File: src/rtl/pc_load_master.sv
// pc_load_master: sequencer driving the PC counter's {oe,load,en} controls and its shared-bus load protocol
module pc_load_master #(
  parameter int WIDTH       = 8,
  parameter int SYNC_STAGES = 1,
  parameter int VERIFY      = 1
) (
  input  logic             clk,
  input  logic             rst_n,
  input  logic             req_valid,
  output logic             req_ready,
  input  logic [WIDTH-1:0] req_data,
  input  logic             run,
  input  logic             rd_en,
  output logic [2:0]       ctrl_out,
  output logic [WIDTH-1:0] bus_out,
  output logic             bus_oe,
  input  logic [WIDTH-1:0] pc_value,
  output logic             busy,
  output logic             done,
  output logic             err
);
  localparam logic [2:0] IDLE  = 3'd0;
  localparam logic [2:0] PULSE = 3'd1;
  localparam logic [2:0] WAIT  = 3'd2;
  localparam logic [2:0] DRIVE = 3'd3;
  localparam logic [2:0] CHECK = 3'd4;
  localparam int CW = $clog2(SYNC_STAGES + 1) + 1;
  logic [2:0]       state_q, state_d;
  logic [CW-1:0]    cnt_q, cnt_d;
  logic             oe_q, oe_d, load_q, load_d, en_q, en_d;
  logic [WIDTH-1:0] bus_q, bus_d;
  logic             bus_oe_q, bus_oe_d, done_q, done_d, err_q, err_d;
  logic             accept, restore, wait_end;
  // Next-state: WAIT covers the counter's N-stage sync plus its bus-release cycle before we drive
  always_comb begin
    accept   = req_valid && state_q == IDLE;
    wait_end = state_q == WAIT && cnt_q == CW'(SYNC_STAGES);
    restore  = (VERIFY != 0) ? state_q == CHECK : state_q == DRIVE;
    state_d  = state_q;
    cnt_d    = cnt_q;
    case (state_q)
      IDLE:    state_d = accept ? PULSE : IDLE;
      PULSE: begin
        state_d = WAIT;
        cnt_d   = '0;
      end
      WAIT: begin
        state_d = wait_end ? DRIVE : WAIT;
        cnt_d   = cnt_q + CW'(1);
      end
      DRIVE:   state_d = (VERIFY != 0) ? CHECK : IDLE;
      CHECK:   state_d = IDLE;
      default: state_d = IDLE;
    endcase
    load_d   = accept;
    en_d     = run;
    oe_d     = ((state_q == IDLE && !accept) || restore) ? rd_en : 1'b0;
    bus_d    = accept ? req_data : bus_q;
    bus_oe_d = wait_end;
    done_d   = restore;
    err_d    = VERIFY != 0 && state_q == CHECK && pc_value != bus_q;
  end
  // All outputs registered; async reset drops bus drive immediately, mid-sequence included
  always_ff @(posedge clk or negedge rst_n) begin
    if (!rst_n) begin
      state_q  <= IDLE;
      cnt_q    <= '0;
      oe_q     <= 1'b0;
      load_q   <= 1'b0;
      en_q     <= 1'b0;
      bus_q    <= '0;
      bus_oe_q <= 1'b0;
      done_q   <= 1'b0;
      err_q    <= 1'b0;
    end else begin
      state_q  <= state_d;
      cnt_q    <= cnt_d;
      oe_q     <= oe_d;
      load_q   <= load_d;
      en_q     <= en_d;
      bus_q    <= bus_d;
      bus_oe_q <= bus_oe_d;
      done_q   <= done_d;
      err_q    <= err_d;
    end
  end
  assign ctrl_out  = {oe_q, load_q, en_q};
  assign bus_out   = bus_q;
  assign bus_oe    = bus_oe_q;
  assign done      = done_q;
  assign err       = err_q;
  assign busy      = state_q != IDLE;
  assign req_ready = state_q == IDLE;
endmodule
File: config.mk
export PLATFORM = sky130hd
export DESIGN_NAME = pc_load_master
export DESIGN_NICKNAME = d
export VERILOG_FILES = /design/src/rtl/pc_load_master.sv
export SDC_FILE = /design/constraint.sdc
export NUM_CORES = 1
export LEC_CHECK = 0
export CAP_MARGIN = 20
export CORE_AREA = 4 4 49 62
export DETAILED_ROUTE_END_ITERATION = 6
export DIE_AREA = 0 0 53 66
export GPL_ROUTABILITY_DRIVEN = 0
export PLACE_DENSITY_LB_ADDON = 0.15
export SETUP_SLACK_MARGIN = 0.05
export SLEW_MARGIN = 20
export SYNTH_ARGS = -nofsm -noshare
export SYNTH_HDL_FRONTEND = slang
export SYNTH_SLANG_ARGS = --single-unit
File: constraint.sdc
create_clock -name clk -period 1.2 [get_ports clk]
set_input_delay 0.24 -clock clk [delete_from_list [all_inputs] [get_ports clk]]
set_output_delay 0.24 -clock clk [all_outputs]
set_load 0.02 [all_outputs]
==> run metrics <==
TritonCTS clock tree yes; Die Span Y 66 um; synth unique cells 24; Reg clk slew, reported paths 0.10 ns; non-filler cells, final 141; Setup Viol. Count Final 10; pwr dens 2500 mW/mm2; FF-to-FF path depth 5; slew at the pin closest to its max-slew limit 0.249 ns; via count 625; part of the cycle the worst path needs 118%; die area 0.00350 mm2; P_int 2090 uW; via density per instance 4.43; Arrival @ worst endpoint 1.60 ns; Worst VDD drop 1.25 mV; number of antenna cells inserted 0; Starting DRT DRC Count 3; failing checks negative setup slack; PortBufs 36; Lkg Pwr 0.000633 uW; kind of critical path flip-flop to flip-flop; antenna violations before repair 0; max-cap violations 0; Final WS setup -0.211 ns; net switching power 1260 uW; Data required, critical path 1.39 ns; clock skew 0.000948 ns; Placed Cells 136; CP Launch Type flip-flop; hold buffers post-CTS 0; Hold Path Class input pin to async pin; Buf/Inv on CP 2; Reg area 475 um2; crit path cell chain buf_6, nand2b_4, nor3_4, buf_12, mux2_2; Detailed Place HPWL 1.33 mm; CTS H-tree lvls 1; Hold WS 0.262 ns; Fin. Hold Viols 0; root buf cell clkbuf_4; fraction of layout cells with a size suffix above 1 40.7%; total track usage 11.4%; run status finished, violations left; Multi-input gate area 365 um2; Area growth, synth to finish 58.3%; average cell area after synthesis 13.2 um2; vias in the first global route 668; first-pass GRT wire length 2.89 mm; Routed Antenna Nets 0; Max Freq 709 MHz; Worst path depth 5; FP Rows 20; initial core utilization 34.9%; logic gate share of total power 58.0%; die width 53 um; R2R Setup Slk -0.21 ns; Sw Share 37.6%; crit path max-delay cell type dfrtp_1; Synth Register Bits 19; Clock Path Buffers 2; io pins 37; Overflow after GRT 0; CP max FO 10; Clk pwr share 9.5%; Core Footprint 0.00243 mm2; DRT Wirelength 1.74 mm; Yosys Warn Count 0; filler instances 229; largest net degree at the start of global routing 20; Sink Count 19; cell area after synthesis 847 um2; Mapped Nets 86; Crit path max-delay family flip-flops; Worst setup EP type flip-flop; worst relative slew slack 83.3%; Max Slew Vio Count 0; sequential fraction of design power 32.5%; register area share after synthesis 56.1%; Pwr Total 3360 uW; Mapped Cells 64; reg-to-reg startpoint state_q[2]$_DFF_PN0_; r2r endpoint bus_out[7]$_DFFE_PN0P_; detailed-route wire length per cell 12.3 um; Detailed Routing Iterations Pass 1 2; # DRC 0; fin crit period 1.41 ns; fin nets 131; Worst path max stage delay 0.41 ns; clk_lat worst skew 0.29 ns; unrepaired setup endpoints after global routing yes; TritonCTS buffer count 3
## cell usage after synthesis (all sizes together)
library cell  instances  area [um2]
a22o                  2        17.5
inv                   3        11.3
mux2i                 1        10.0
nor4                  2        12.5
a21boi                1        7.51
ha                    1        12.5
and3                  1        6.26
mux2                  8        90.1
buf                   5        38.8
nor2                  3        11.3
o22ai                 1        6.26
dfrtp                19         475
xnor2                 1        8.76
and2                  1        6.26
nand2b                2        20.0
or2                   1        6.26
xor2                  8        70.1
nor3b                 1        7.51
nor3                  2        21.3
a21o                  1        7.51
## layer usage
| layer | wire length [um] | vias up | global-route usage, % |
|---|---|---|---|
| met3 | 132 | 4 | 2.71 |
| met4 | 34 | 0 | 5.75 |
| met5 | 0 | - | 0 |
| met2 | 918 | 22 | 19.6 |
| met1 | 654 | 299 | 12.7 |
| li1 | - | 300 | - |
## registers in the layout, indices dropped and copies added (netlist names)
register,flops
oe_q,1
bus_out,8
state_q,3
load_q,1
cnt_q,2
err,1
bus_oe,1
done,1
en_q,1
## stage by stage
step	setup slack [ns]	TNS, ns	utilization (%)	cell area (um2)
2_1_floorplan	-0.131	-1.13	-	852
3_3_place_gp	-0.364	-3.78	53.0	1290
3_5_place_dp	-0.384	-3.93	53.0	1290
4_1_cts	-0.224	-2.04	52.5	1270
5_1_grt	-0.270	-2.62	55.3	1340
6_report	-0.211	-1.84	55.3	1340
## layout by cell type (no fill, tap or decap)
master,n
a22o_1,2
mux2_2,6
clkbuf_4,3
nor4_1,1
dfrtp_1,19
inv_1,3
nor2_1,3
ha_1,1
or2_2,1
xor2_1,8
nor3b_4,1
and2_1,1
nor4_2,1
nor3_2,1
buf_12,1
mux2i_1,1
o22ai_2,1
and3_1,1
clkdlybuf4s50_1,20
nor3_4,1
a21o_1,1
buf_2,8
clkbuf_1,1
a21boi_1,1
nand2b_4,2
buf_6,11
buf_4,5
mux2_4,2
xnor2_1,1
## area by class of cell
type | instances | area share [%]
clock buffer | 4 | 1.96
inverter | 3 | 0.840
multi-input combinational | 37 | 27.2
sequential | 19 | 35.4
tap | 33 | 3.08
timing repair buffer | 45 | 31.4
## how the worst max path moves through the flow
stage	from	to	slack (ns)
4_1_cts	state_q[2]$_DFF_PN0_	bus_out[3]$_DFFE_PN0P_	-0.22
2_1_floorplan	state_q[2]$_DFF_PN0_	bus_out[0]$_DFFE_PN0P_	-0.13
5_1_grt	state_q[2]$_DFF_PN0_	bus_out[7]$_DFFE_PN0P_	-0.27
3_5_place_dp	req_valid	bus_out[6]$_DFFE_PN0P_	-0.38
6_report	state_q[2]$_DFF_PN0_	bus_out[7]$_DFFE_PN0P_	-0.21
3_3_place_gp	req_valid	bus_out[6]$_DFFE_PN0P_	-0.36
## cells by family (layout without fill, tap and decap cells)
logic type	count (synthesis)	in the layout	share of synthesized area [%]
flops	19	19	56.1
simple gates	13	13	10.8
xor+xnor	9	9	9.31
mux	9	9	11.8
buf+inv	8	52	5.91
compound gates	5	5	4.58
fa+ha+maj	1	1	1.48
## power groups by stage
stage	logic, uW	clock network [uW]	registers (uW)
6_report	1950	319	1090
5_1_grt	2100	368	1150
4_1_cts	1750	337	1070
3_5_place_dp	1830	0	1090
3_3_place_gp	1800	0	1080
2_1_floorplan	832	0	1280
## repair_timing
action	4_1_cts	5_1_grt
pin swaps	5	4
endpoints found under the setup margin	26	20
buffers inserted	1	0
gates resized for setup	71	20
Power figures use the tool's default switching activity.
